## config.mk

```make
export PLATFORM = sky130hd
export DESIGN_NAME = cd_sector_fifo_flat
export DESIGN_NICKNAME = d
export VERILOG_FILES = /design/src/rtl/cd_sector_fifo_if.sv /design/src/rtl/cd_sector_fifo.sv /design/src/flat_wrapper.sv
export SDC_FILE = /design/constraint.sdc
export NUM_CORES = 1
export LEC_CHECK = 0
export BUFFER_PORTS_ARGS = -buffer_cell sky130_fd_sc_hd__buf_2
export CORE_MARGIN = 1
export CORE_UTILIZATION = 45
export DETAILED_ROUTE_END_ITERATION = 8
export PLACE_DENSITY = 0.64
export SETUP_SLACK_MARGIN = 0.4
export SLEW_MARGIN = 25
export SYNTH_ARGS = -nofsm -noshare
export SYNTH_HDL_FRONTEND = slang
export SYNTH_SLANG_ARGS = --single-unit
```

## constraint.sdc

```tcl
create_clock -name clk -period 4.16 [get_ports clk]
set_input_delay 0.416 -clock clk [delete_from_list [all_inputs] [get_ports clk]]
set_output_delay 0.416 -clock clk [all_outputs]
set_load 0.05 [all_outputs]
```

## src/rtl/cd_sector_fifo_if.sv

```systemverilog
// Host/drive-side bus of the CD sector FIFO: write strobe, sized reads and status.
interface cd_sector_fifo_if #(
  parameter int unsigned DEPTH = 32
);
  localparam int unsigned CW = $clog2(DEPTH) + 1;

  logic          clr;
  logic          we;
  logic [7:0]    data_in;
  logic          re;
  logic [1:0]    re_size;
  logic [31:0]   data_out;
  logic [CW-1:0] count;
  logic          full;
  logic          empty;
  logic          avail;
  logic          overflow;
  logic          underflow;

  modport master (
    output clr, we, data_in, re, re_size,
    input  data_out, count, full, empty, avail, overflow, underflow
  );

  modport slave (
    input  clr, we, data_in, re, re_size,
    output data_out, count, full, empty, avail, overflow, underflow
  );
endinterface

```

## src/rtl/cd_sector_fifo.sv

```systemverilog
// Byte-in, 8/16/32-bit-out circular FIFO with first-word-fall-through output,
// occupancy count and sticky overflow/underflow flags.
module cd_sector_fifo #(
  parameter int unsigned DEPTH = 32
) (
  input  logic              clk,
  input  logic              rst,
  cd_sector_fifo_if.slave   bus
);
  localparam int unsigned AW = $clog2(DEPTH);
  localparam int unsigned CW = AW + 1;

  logic [7:0]    mem_q [DEPTH];
  logic [AW-1:0] rp_q, rp_d;
  logic [AW-1:0] wp_q, wp_d;
  logic [CW-1:0] count_q, count_d;
  logic          overflow_q, overflow_d;
  logic          underflow_q, underflow_d;

  logic [2:0]    rd_n_c;
  logic          full_c;
  logic          empty_c;
  logic          avail_c;
  logic          wr_acc_c;
  logic          rd_acc_c;
  logic [31:0]   data_out_c;

  // Bytes requested by the current read size; the reserved code reads a word.
  always_comb begin
    rd_n_c = 3'd4;
    case (bus.re_size)
      2'd0:    rd_n_c = 3'd1;
      2'd1:    rd_n_c = 3'd2;
      default: rd_n_c = 3'd4;
    endcase
  end

  // Status and acceptance decisions use the pre-edge count only.
  always_comb begin
    full_c   = (count_q == CW'(DEPTH));
    empty_c  = (count_q == '0);
    avail_c  = (count_q >= CW'(rd_n_c));
    wr_acc_c = bus.we && !full_c;
    rd_acc_c = bus.re && avail_c;
  end

  // Next-state for pointers, occupancy and sticky error flags.
  always_comb begin
    rp_d        = rp_q;
    wp_d        = wp_q;
    count_d     = count_q;
    overflow_d  = overflow_q;
    underflow_d = underflow_q;
    if (bus.clr) begin
      rp_d        = '0;
      wp_d        = '0;
      count_d     = '0;
      overflow_d  = 1'b0;
      underflow_d = 1'b0;
    end else begin
      if (wr_acc_c) begin
        wp_d = wp_q + AW'(1);
      end
      if (bus.we && full_c) begin
        overflow_d = 1'b1;
      end
      if (rd_acc_c) begin
        rp_d = rp_q + AW'(rd_n_c);
      end
      if (bus.re && !avail_c) begin
        underflow_d = 1'b1;
      end
      count_d = count_q + CW'(wr_acc_c) - (rd_acc_c ? CW'(rd_n_c) : CW'(0));
    end
  end

  always_ff @(posedge clk or posedge rst) begin
    if (rst) begin
      rp_q        <= '0;
      wp_q        <= '0;
      count_q     <= '0;
      overflow_q  <= 1'b0;
      underflow_q <= 1'b0;
    end else begin
      rp_q        <= rp_d;
      wp_q        <= wp_d;
      count_q     <= count_d;
      overflow_q  <= overflow_d;
      underflow_q <= underflow_d;
    end
  end

  // Storage carries no reset; stale bytes are masked by count on the output.
  always_ff @(posedge clk) begin
    if (wr_acc_c && !bus.clr) begin
      mem_q[wp_q] <= bus.data_in;
    end
  end

  // Up to four oldest bytes, little-endian, wrapping across the array end.
  always_comb begin
    data_out_c = '0;
    for (int k = 0; k < 4; k++) begin
      if (CW'(k) < count_q) begin
        data_out_c[8*k +: 8] = mem_q[rp_q + AW'(k)];
      end
    end
  end

  assign bus.data_out  = data_out_c;
  assign bus.count     = count_q;
  assign bus.full      = full_c;
  assign bus.empty     = empty_c;
  assign bus.avail     = avail_c;
  assign bus.overflow  = overflow_q;
  assign bus.underflow = underflow_q;
endmodule

```

## src/flat_wrapper.sv

```systemverilog
// flat-port wrapper written by rule: the top's interface ports become plain ports
module cd_sector_fifo_flat 
#(
  parameter int unsigned DEPTH = 32
)
  (clk, rst, bus_clr, bus_we, bus_data_in, bus_re, bus_re_size, bus_data_out, bus_count, bus_full, bus_empty, bus_avail, bus_overflow, bus_underflow);
  cd_sector_fifo_if #(.DEPTH(DEPTH)) bus_i ();
  input  logic clk;
  input  logic rst;
  input wire logic [$bits(bus_i.clr)-1:0] bus_clr;
  input wire logic [$bits(bus_i.we)-1:0] bus_we;
  input wire logic [$bits(bus_i.data_in)-1:0] bus_data_in;
  input wire logic [$bits(bus_i.re)-1:0] bus_re;
  input wire logic [$bits(bus_i.re_size)-1:0] bus_re_size;
  output wire logic [$bits(bus_i.data_out)-1:0] bus_data_out;
  output wire logic [$bits(bus_i.count)-1:0] bus_count;
  output wire logic [$bits(bus_i.full)-1:0] bus_full;
  output wire logic [$bits(bus_i.empty)-1:0] bus_empty;
  output wire logic [$bits(bus_i.avail)-1:0] bus_avail;
  output wire logic [$bits(bus_i.overflow)-1:0] bus_overflow;
  output wire logic [$bits(bus_i.underflow)-1:0] bus_underflow;
  assign bus_i.clr = bus_clr;
  assign bus_i.we = bus_we;
  assign bus_i.data_in = bus_data_in;
  assign bus_i.re = bus_re;
  assign bus_i.re_size = bus_re_size;
  assign bus_data_out = bus_i.data_out;
  assign bus_count = bus_i.count;
  assign bus_full = bus_i.full;
  assign bus_empty = bus_i.empty;
  assign bus_avail = bus_i.avail;
  assign bus_overflow = bus_i.overflow;
  assign bus_underflow = bus_i.underflow;
  cd_sector_fifo #(.DEPTH(DEPTH)) u_core (.clk(clk), .rst(rst), .bus(bus_i));
endmodule
```

# == Word level (Yosys, flattened, before mapping) ==
# Memories as Yosys holds them, arrays and structs flattened.
# Index checks and enable logic that the tools add are counted.
# word_totals
out_inout_bits,43
ram_bits,256
reg_bits,18
inputBits,15
elab_cells,51
n_memories,1
# mem_list
name,words,word_bits,read_ports,rd_ports_with_merged_regs,wr,line,rtl
u_core.mem_q,32,8,4,0,1,cd_sector_fifo.sv:13,logic [7:0] mem_q [DEPTH];
# classes
n_mux,17
n_eq_ne,2
n_lt_le_gt_ge,5
reduce_logical,14
add_sub_neg,7
# ops
cell,n
$mux W8,4
$mux W5,4
$lt A1 B6 Y1 const A,2
$lt A2 B6 Y1 const A,2
$add A5 B1 Y5 const B,2
$add A5 B2 Y5 const B,2
$reduce_bool A2 Y1,4
$add A6 B1 Y6,1
$eq A6 B6 Y1 const B,1
$ge A6 B3 Y1,1
$logic_not A6 Y1,1
$mux W1,6
$mux W6,1
$pmux W3 S2,1
$sub A6 B6 Y6,1
$add A5 B3 Y5,1
$logic_and A1 B1 Y1,5
$logic_not A1 Y1,3
$mux W3,1
$eq A2 B1 Y1 const B,1
$logic_not A2 Y1,1

# == Logic depth before layout (Yosys ltp) ==
# Gate-level depths: netlist (run 1).
# logic_depth
word_depth,7
depth_mapped,16
depth_no_buf,16

# == Least setup slack after synthesis (run 1) ==
# No wires, ideal clock.
# synth_timing
kind,register to output
from,register u_core.rp_q[1]
to,output bus_data_out[24]
path_buffers,6
arrival_time_ns,3.270
setup_slack_ns,0.474
t_required_ns,3.744
path_stages_with_launch,12
path_cell_list,dfrtp_1 > buf_2 > buf_2 > buf_4 > inv_1 > ha_1 > buf_2 > buf_1 > buf_2 > mux4_2 > mux2i_1 > o221ai_1
# synth_between
elab_chain_cells,3
# synth_rtl
item,line,rtl
from (decl),cd_sector_fifo.sv:14,"logic [AW-1:0] rp_q, rp_d;"
from (signal assigned),cd_sector_fifo.sv:85,rp_q <= rp_d;
$add A5 B2 Y5,cd_sector_fifo.sv:105,data_out_c[8*k +: 8] = mem_q[rp_q + AW'(k)];
$mem_v2 Z32 W8,--,
$mux W8,cd_sector_fifo.sv:104,if (CW'(k) < count_q) begin
to (decl),flat_wrapper.sv:15,output wire logic [$bits(bus_i.data_out)-1:0] bus_data_out;
# No other way between the ends.

# == Worst setup path after layout (run 1) ==
# layout_timing
from,register u_core.rp_q[0]
to,output bus_data_out[17]
# Same word-level chain as after synthesis.

==> impl_metrics.json, run 1 <==
{
  "status": "complete, no violations",
  "clk_pin_slew_ps": 60,
  "gr-total-overflow": 0,
  "cp-end-kind": "output pin",
  "tightest_slew_ps": 1090,
  "multi_input_area_mm2": 0.00885,
  "synthXorXnorAreaFrac_pct": 1.05,
  "synth_top_area_share_pct": 44.1,
  "tritoncts": "yes",
  "ff_latch_area_mm2": 0.00815,
  "crit_fanout": 55,
  "ys.warnings.count": 0,
  "clkPwrFrac_pct": 22.8,
  "drt_iter0_drc": 1698,
  "required_ps": 3740,
  "place_congestion": 0.973,
  "dr.pass1.iters": 6,
  "synth-simple-area-share_pct": 3.74,
  "vias": 11400,
  "synth_edf_count": 256,
  "routedWlPerCell_um": 33.6,
  "syn_to_final_growth_pct": 12.2,
  "seq_power_share_pct": 28.3,
  "power_frac_comb_pct": 48.9,
  "hold_viol": 0,
  "crit_arrival_ps": 3240,
  "synthAdderAreaFrac_pct": 2.02,
  "ys_ff_latch": 274,
  "grt_max_degree": 88,
  "power_switching_mw": 4.62,
  "clk_path_buf_depth": 3,
  "finalMaxSlewViolations": 0,
  "pin_count": 58,
  "insertion_delay_ps": 570,
  "portBuffers": 57,
  "slew-limit-headroom_pct": 27.3,
  "placed_cells": 1550,
  "worstSetupPathType": "reg2out",
  "synth_top_area_cell": "edfxtp_1",
  "cp-start-kind": "register",
  "fillers": 3108,
  "syn_area_mm2": 0.0174,
  "finalSetupViolations": 0,
  "antenna_cells": 0,
  "dpl.hpwl_um": 37400,
  "antenna_found_initial": 1,
  "via_per_inst": 7.02,
  "synth_flop_cell": "edfxtp_1",
  "fin_tns_setup_ps": 0,
  "synthArstFlopShare_pct": 6.57,
  "cellLeakagePower_nw": 6.06,
  "dieWidth_um": 199,
  "grt_setup_unrepaired": "yes",
  "synth-compound-area-share_pct": 4.63,
  "max-vdd-ir-drop_uv": 449,
  "synth_nets": 1071,
  "final_nets": 1128,
  "fin_skew_ps": 25.6,
  "drc_errors": 0,
  "htreeDepth": 1,
  "synthMuxAreaShare_pct": 38.8,
  "grt_pass1_vias": 10700,
  "synth_cells": 1029,
  "start_util_pct": 46.0,
  "instances_no_fill": 1619,
  "yosysUniqueCellTypes": 46,
  "wirelength_um": 54300,
  "syn_area_per_cell_um2": 16.9,
  "root_buffer": "clkbuf_16",
  "min_path_type": "in2async",
  "grt.total_usage_pct": 27.4,
  "synth_common_cells": "edfxtp_1 (256), mux4_2 (256), mux2i_1 (82)",
  "grt_pass1_wl_um": 75800,
  "synthTopCellsByArea": "edfxtp_1 (44%), mux4_2 (33%), mux2i_1 (4.7%)",
  "antenna_left": 0,
  "synth_top_family_by_area": "multiplexers",
  "cts_sinks": 274,
  "dieArea_mm2": 0.0395,
  "powerDensity_mw_per_mm2": 572,
  "fp.dieH_um": 199,
  "fmax_mhz": 274,
  "drive_gt1_share_pct": 39.2,
  "fin_crit_sh_pct": 87.8,
  "p_int_mw": 6.57,
  "fp-row-count": 71,
  "core_area_mm2": 0.0379,
  "swShare_pct": 41.3,
  "drv_cap": 0,
  "synth-seq-area-share_pct": 46.7,
  "min_period_ps": 3650,
  "numCtsBuffers": 31
}
-- per-layer routing --
metal	global-route usage, %	wire length, um	up-vias
met3	7.02	6220	120
met1	36.7	19900	5928
met5	0	0	-
met4	11.7	2790	0
li1	-	-	4554
met2	42.6	25400	757
-- registers in the layout, summed over array words and instances (netlist names) --
name                  flops
u_core.bus.count          6
u_core.rp_q               5
u_core.bus.overflow       1
u_core.mem_q            256
u_core.bus.underflow      1
u_core.wp_q               5
-- path summary, 6_finish.rpt --
path,startpoint,endpoint,slack (ps),cells past startpoint
worst max-delay path,u_core.rp_q[0],bus_data_out[17],510,6
worst min-delay path,rst,u_core.wp_q[2],20,2
worst max register to register,u_core.bus.count[0],u_core.bus.count[5],790,13
min in group clk,bus_we,u_core.bus.overflow,150,3
max in group asynchronous,rst,u_core.rp_q[1],3550,2
worst min register to register,u_core.bus.underflow,u_core.bus.underflow,500,2
-- power groups by stage --
| stage | sequential (mW) | clock, mW | combinational (mW) |
|---|---|---|---|
| global placement | 3.22 | 0 | 5.22 |
| floorplan | 3.27 | 0 | 3.74 |
| CTS | 3.17 | 2.58 | 5.28 |
| detailed placement | 3.22 | 0 | 5.22 |
| global route | 3.17 | 2.67 | 5.70 |
| finish | 3.17 | 2.55 | 5.48 |
-- placed cells by master, fill, tap and decap left out, drive strengths merged, types with 4 or more instances in the layout --
master    n
nor2     67
nand2    34
a21oi    12
o221ai   24
mux2     16
nor3      4
nand3     6
buf     106
a22oi    24
dfrtp    18
nor2b     8
mux2i    82
ha       25
o22ai    16
a22o      8
xor2     12
inv      18
clkbuf   40
clkinv   16
nand3b    4
o22a     16
edfxtp  256
xnor2     8
mux4    256
-- what timing repair did --
item / 4_1_cts / 5_1_grt
hold buffers: 0 / 0
endpoints found under the setup margin: 14 / 19
resized for setup: 8 / 10
buffers inserted: 1 / 9
gates cloned: 1 / 3
pin swaps: 0 / 1
-- logic make-up (layout without fill, tap and decap cells) --
family | Yosys count | after routing
AO/OA/AOI/OAI | 107 | 107
XOR/XNOR | 20 | 20
adder cells (fa/ha/maj) | 27 | 27
buffers and inverters | 104 | 183
flip-flops | 274 | 274
multiplexers | 354 | 354
AND/OR/NAND/NOR | 143 | 143
-- final cells by class --
type | count | share of cell area (%)
Multi-Input combinational cell | 651 | 45.3
Clock inverter | 18 | 0.627
Sequential cell | 274 | 41.6
Clock buffer | 37 | 4.08
Inverter | 18 | 0.345
Tap cell | 511 | 3.27
Timing Repair Buffer | 110 | 4.78
-- metrics by stage --
stage | worst slack (ps) | hold WS, ps | area, um2 | power (mW) | util [%]
floorplan | 474 | 355 | 17400 | 7.01 | -
global placement | 749 | 476 | 18400 | 8.44 | 48.4
detailed placement | 712 | 481 | 18400 | 8.44 | 48.4
CTS | 301 | 39.7 | 19300 | 11.0 | 51.0
global route | 388 | 83.0 | 19600 | 11.6 | 51.6
finish | 507 | 19.5 | 19600 | 11.2 | 51.6
-- worst max-delay path, stage by stage, from the launching register on --
cell	delay (ps)
dfrtp_4	510
buf_8	440
mux4_2	590
mux2i_1	310
o22a_1	250
o221ai_1	250
buf_2	300
(Power assumes the default switching activity.)
==> run 2, diff against run 1 <==
Settings changed: REMOVE_ABC_BUFFERS set to 1.
==> impl_metrics.json, run 2 (synthesis results as in run 1) <==
{
  "worstSetupStartpoint": "u_core.rp_q[1]",
  "dr.pass1.iters": 5,
  "power_mw": 11.4,
  "dieWidth_um": 199,
  "grt_util_met3_pct": 4.63,
  "worstSetupPathType": "reg2out",
  "fin_skew_ps": 8.51,
  "clk_path_buf_depth": 3,
  "r2r_setup_slack_ps": 870,
  "layout_common_cells": "mux4_2 (256), edfxtp_1 (256), mux2i_1 (81)",
  "critPathBufInv": 3,
  "drt_iter0_drc": 1419,
  "fin_crit_sh_pct": 91.1,
  "grt_pass1_vias": 11200,
  "fin_ws_ps": 372,
  "instances_no_fill": 1630,
  "fp-row-count": 71,
  "syn_to_final_growth_pct": 13.7,
  "finalSetupViolations": 0,
  "slew-limit-headroom_pct": 34.5,
  "clk_pin_slew_ps": 60,
  "powerDensity_mw_per_mm2": 577,
  "r2r_cells": 12,
  "grt_max_degree": 52,
  "portBuffers": 57,
  "drv_cap": 0,
  "fp.dieH_um": 199,
  "critPathMaxStageDelay_ps": 530,
  "ff_latch_area_mm2": 0.00815,
  "start_util_pct": 46.0,
  "dpl.hpwl_um": 35500,
  "crit_fanout": 22,
  "fillers": 3024,
  "fmax_mhz": 264,
  "tightest_slew_ps": 978,
  "cellLeakagePower_nw": 6.22,
  "required_ps": 3740,
  "min_delay_path_depth": 3,
  "crit_path_cell_trace": "inv_1, ha_4, buf_12, mux4_2, mux2_2, a22oi_1, o221ai_2, buf_2",
  "hold_end": "u_core.bus.overflow",
  "largest_register_ffs": 256,
  "drc_errors": 0,
  "grt.total_usage_pct": 27.8,
  "top_usage_layer": "met2",
  "root_buffer": "clkbuf_16",
  "max-vdd-ir-drop_uv": 902,
  "place_ws_ps": 712,
  "finalMaxSlewViolations": 0,
  "placed_cells": 1562,
  "core_area_mm2": 0.0379,
  "insertion_delay_ps": 560,
  "cp-end-kind": "output pin",
  "placed_area_mm2": 0.0185,
  "top_register": "u_core.mem_q",
  "multi_input_area_mm2": 0.00888,
  "reg2reg_from": "u_core.bus.count[1]",
  "gr-total-overflow": 0,
  "drive_gt1_share_pct": 41.3,
  "grt_use_met2_pct": 43.5,
  "cpLargestDelayFamily": "multiplexers",
  "hold_viol": 0,
  "final_cell_area_mm2": 0.0198,
  "crit_arrival_ps": 3370,
  "antenna_cells": 0,
  "min_path_type": "in2reg",
  "cp-start-kind": "register",
  "dieArea_mm2": 0.0395,
  "grt_pass1_wl_um": 77600,
  "antenna_left": 0,
  "hp-start": "bus_we",
  "hold-worst-slack_ps": 101,
  "routedWlPerCell_um": 32.7,
  "via_per_inst": 7.10,
  "final_nets": 1139,
  "numCtsBuffers": 30,
  "cts_sinks": 274,
  "htreeDepth": 1,
  "vias": 11600,
  "place_congestion": 0.929,
  "wirelength_um": 53400,
  "cp_slowest_cell": "dfrtp_4",
  "reg2reg_to": "u_core.bus.count[5]",
  "pin_count": 58,
  "status": "complete, no violations",
  "tritoncts": "yes",
  "min_period_ps": 3790,
  "grt_setup_unrepaired": "yes",
  "grtUsageMet1_pct": 38.5,
  "antenna_found_initial": 0
}
-- run 2: changes by cell type in the layout (fill, tap and decap cells not counted), moves of 4 or more --
cell | before | now
buf_4 | 36 | 45
nor2_1 | 65 | 61
bufinv_16 | 2 | 6
clkinv_1 | 14 | 5
-- run 2: routing by layer --
layer	vias to the layer above	part of all wire (%)
li1	4567	-
met4	0	4.8
met3	131	10
met5	-	0
met1	6074	38
met2	800	47
-- run 2: layout make-up --
type	count	share of cell area, %
multi-input combinational	651	44.7
sequential	274	41.1
clock inverter	19	1.29
timing repair buffer	122	5.34
tap	511	3.22
clock buffer	35	3.99
inverter	18	0.341
-- run 2: per-stage QoR --
| step | util, % | setup TNS (ps) |
|---|---|---|
| floorplan | - | -287730 |
| global placement | 48.7 | 0 |
| detailed placement | 48.7 | 0 |
| CTS | 52.1 | 0 |
| global route | 52.3 | 0 |
| finish | 52.3 | 0 |
-- run 2: worst max-delay path by stage --
stage,to,slack [ps],cells past startpoint
after global placement,bus_data_out[14],760,6
after global routing,bus_data_out[8],360,8
after CTS,bus_data_out[13],410,8
final,bus_data_out[8],370,8
after floorplan,bus_data_out[10],-9500,5
after detailed placement,bus_data_out[14],710,6
-- run 2: power breakdown --
part           total [mW]  internal (mW)  leakage (nW)  switching (mW)
registers            3.17           3.08          2.54          0.0931
logic                5.44           2.04          3.18            3.40
clock network        2.83           1.72         0.504            1.11
total                11.4           6.84          6.22            4.60
-- run 2: repair_timing --
action,4_1_cts,5_1_grt
pin swaps,2,1
setup buffers,9,0
cloned,3,1
setup endpoints to repair,21,11
hold buffers,1,0
gates resized for setup,8,11
endpoints found under the hold margin,18,0
-- run 2: worst register-to-register path, cell delays in order, from the launching register on --
cell	delay [ps]
dfrtp_1	520
ha_1	350
inv_1	30
o21ai_0	400
and3_1	370
nand2_1	90
ha_1	330
ha_1	300
a21o_1	160
a21oi_1	220
o21bai_1	130
mux2i_1	170
o211ai_1	100
==> run 3, diff against run 2 <==
Settings changed: CORE_ASPECT_RATIO set to 1.1, GPL_TIMING_DRIVEN set to 0.
Clock period 4.16 ns to 3.5 ns, I/O delays scaled along.
==> impl_metrics.json, run 3 (synthesis results as in run 1) <==
{
  "status": "complete, no violations",
  "crit_arrival_ps": 3030,
  "max-vdd-ir-drop_uv": 932,
  "finalMaxSlewViolations": 0,
  "wirelength_um": 55800,
  "dr.pass1.iters": 8,
  "vias": 12000,
  "required_ps": 3150,
  "place_congestion": 0.869,
  "insertion_delay_ps": 570,
  "fin_skew_ps": 13.4,
  "grt_setup_unrepaired": "yes",
  "htreeDepth": 1,
  "final_nets": 1201,
  "placed_cells": 1521,
  "largest_register_ffs": 256,
  "worstSetupPathType": "reg2out",
  "dpl.hpwl_um": 33100,
  "grt_pass1_wl_um": 78600,
  "critPathMaxStageDelay_ps": 430,
  "top_register": "u_core.mem_q",
  "core_area_mm2": 0.0382,
  "portBuffers": 57,
  "antenna_found_initial": 0,
  "cp-start-kind": "register",
  "critPathBufInv": 5,
  "tightest_slew_ps": 958,
  "grt_pass1_vias": 11600,
  "cp_common_cell": "buf_12",
  "hold-worst-slack_ps": 33.7,
  "power_mw": 15.6,
  "min_period_ps": 3380,
  "finalSetupViolations": 0,
  "layout_common_cells": "mux4_2 (256), edfxtp_1 (256), buf_4 (50)",
  "fp-row-count": 75,
  "tritoncts": "yes",
  "start_util_pct": 45.7,
  "drive_gt1_share_pct": 58.1,
  "dieWidth_um": 190,
  "cellLeakagePower_nw": 7.10,
  "hold_viol": 0,
  "cp_slowest_cell": "dfrtp_4",
  "grt_max_degree": 33,
  "gr-total-overflow": 0,
  "root_buffer": "clkbuf_16",
  "drt_iter0_drc": 1512,
  "clk_path_buf_depth": 3,
  "fp.dieH_um": 208,
  "antenna_left": 0,
  "fin_crit_sh_pct": 96.7,
  "drc_errors": 0,
  "numCtsBuffers": 30,
  "drv_cap": 0,
  "cp-end-kind": "output pin",
  "routedWlPerCell_um": 33.2,
  "cts_sinks": 274,
  "fmax_mhz": 296,
  "cpLargestDelayFamily": "buffers and inverters",
  "min_path_type": "in2reg",
  "antenna_cells": 0,
  "syn_to_final_growth_pct": 28.6,
  "pin_count": 58,
  "crit_path_cell_trace": "buf_12, inv_4, ha_4, buf_16, buf_12, mux4_2, mux2_4, a22oi_2, o221ai_4, buf_6",
  "grt.total_usage_pct": 27.9,
  "via_per_inst": 7.14,
  "dieArea_mm2": 0.0395,
  "clk_pin_slew_ps": 70,
  "powerDensity_mw_per_mm2": 696,
  "crit_fanout": 8,
  "slew-limit-headroom_pct": 36.0,
  "instances_no_fill": 1681
}
[run 3: through the flow]
stage | utilization [%] | setup TNS (ps) | area, um2 | setup slack, ps
floorplan | - | -310040 | 17000 | -10090
global placement | 46.8 | -403780 | 17900 | -13550
detailed placement | 48.4 | -4930 | 18500 | -569
CTS | 56.9 | 0 | 21700 | 137
global route | 58.7 | 0 | 22400 | 83.2
finish | 58.7 | 0 | 22400 | 117
[run 3: routing by layer]
| layer | routed length (um) | vias to the layer above | global-route usage (%) |
|---|---|---|---|
| met2 | 27200 | 942 | 45.7 |
| li1 | - | 4725 | - |
| met1 | 19300 | 6155 | 35.9 |
| met4 | 3170 | 0 | 12.1 |
| met3 | 6100 | 172 | 5.95 |
| met5 | 0 | - | 0 |
[run 3: path summary, 6_finish.rpt]
| kind | from | endpoint | slack, ps | cells past startpoint |
|---|---|---|---|---|
| setup / recovery | u_core.rp_q[0] | bus_data_out[13] | 120 | 10 |
| hold / removal | bus_we | u_core.bus.overflow | 30 | 3 |
| setup reg to reg | u_core.bus.count[3] | u_core.mem_q[5][2] | 500 | 5 |
| hold reg to reg | u_core.bus.overflow | u_core.bus.overflow | 500 | 2 |
| max in group asynchronous | rst | u_core.rp_q[2] | 2460 | 3 |
| min in group asynchronous | rst | u_core.bus.count[5] | 470 | 3 |
[run 3: worst register-to-register path, stage by stage, from the launching register on]
cell and delay (ps):
dfrtp_1 570, nor2_1 110, and3_1 210, nor3_1 370, nand2_1 470, nor2_2 890
[run 3: cell type report]
| type | count | area [um2] |
|---|---|---|
| clock inverter | 18 | 168 |
| inverter | 18 | 70.1 |
| timing repair buffer | 184 | 2730 |
| tap | 500 | 626 |
| clock buffer | 36 | 795 |
| fill | 2750 | 15800 |
| sequential | 274 | 8160 |
| multi-input combinational | 651 | 9890 |
[run 3: where the power goes]
part	switching (mW)	leakage (nW)	internal, mW
Sequential	0.0990	2.53	3.66
Clock	1.30	0.460	1.82
Combinational	4.72	4.11	4.01
[run 3: what timing repair did]
item                                   4_1_cts  5_1_grt
gates resized for setup                    216       95
pin swaps                                   29       26
setup endpoints to repair                   34       72
setup buffers                               55       24
gates cloned                                23        3
hold buffers                                 1        0
endpoints found under the hold margin       18        0
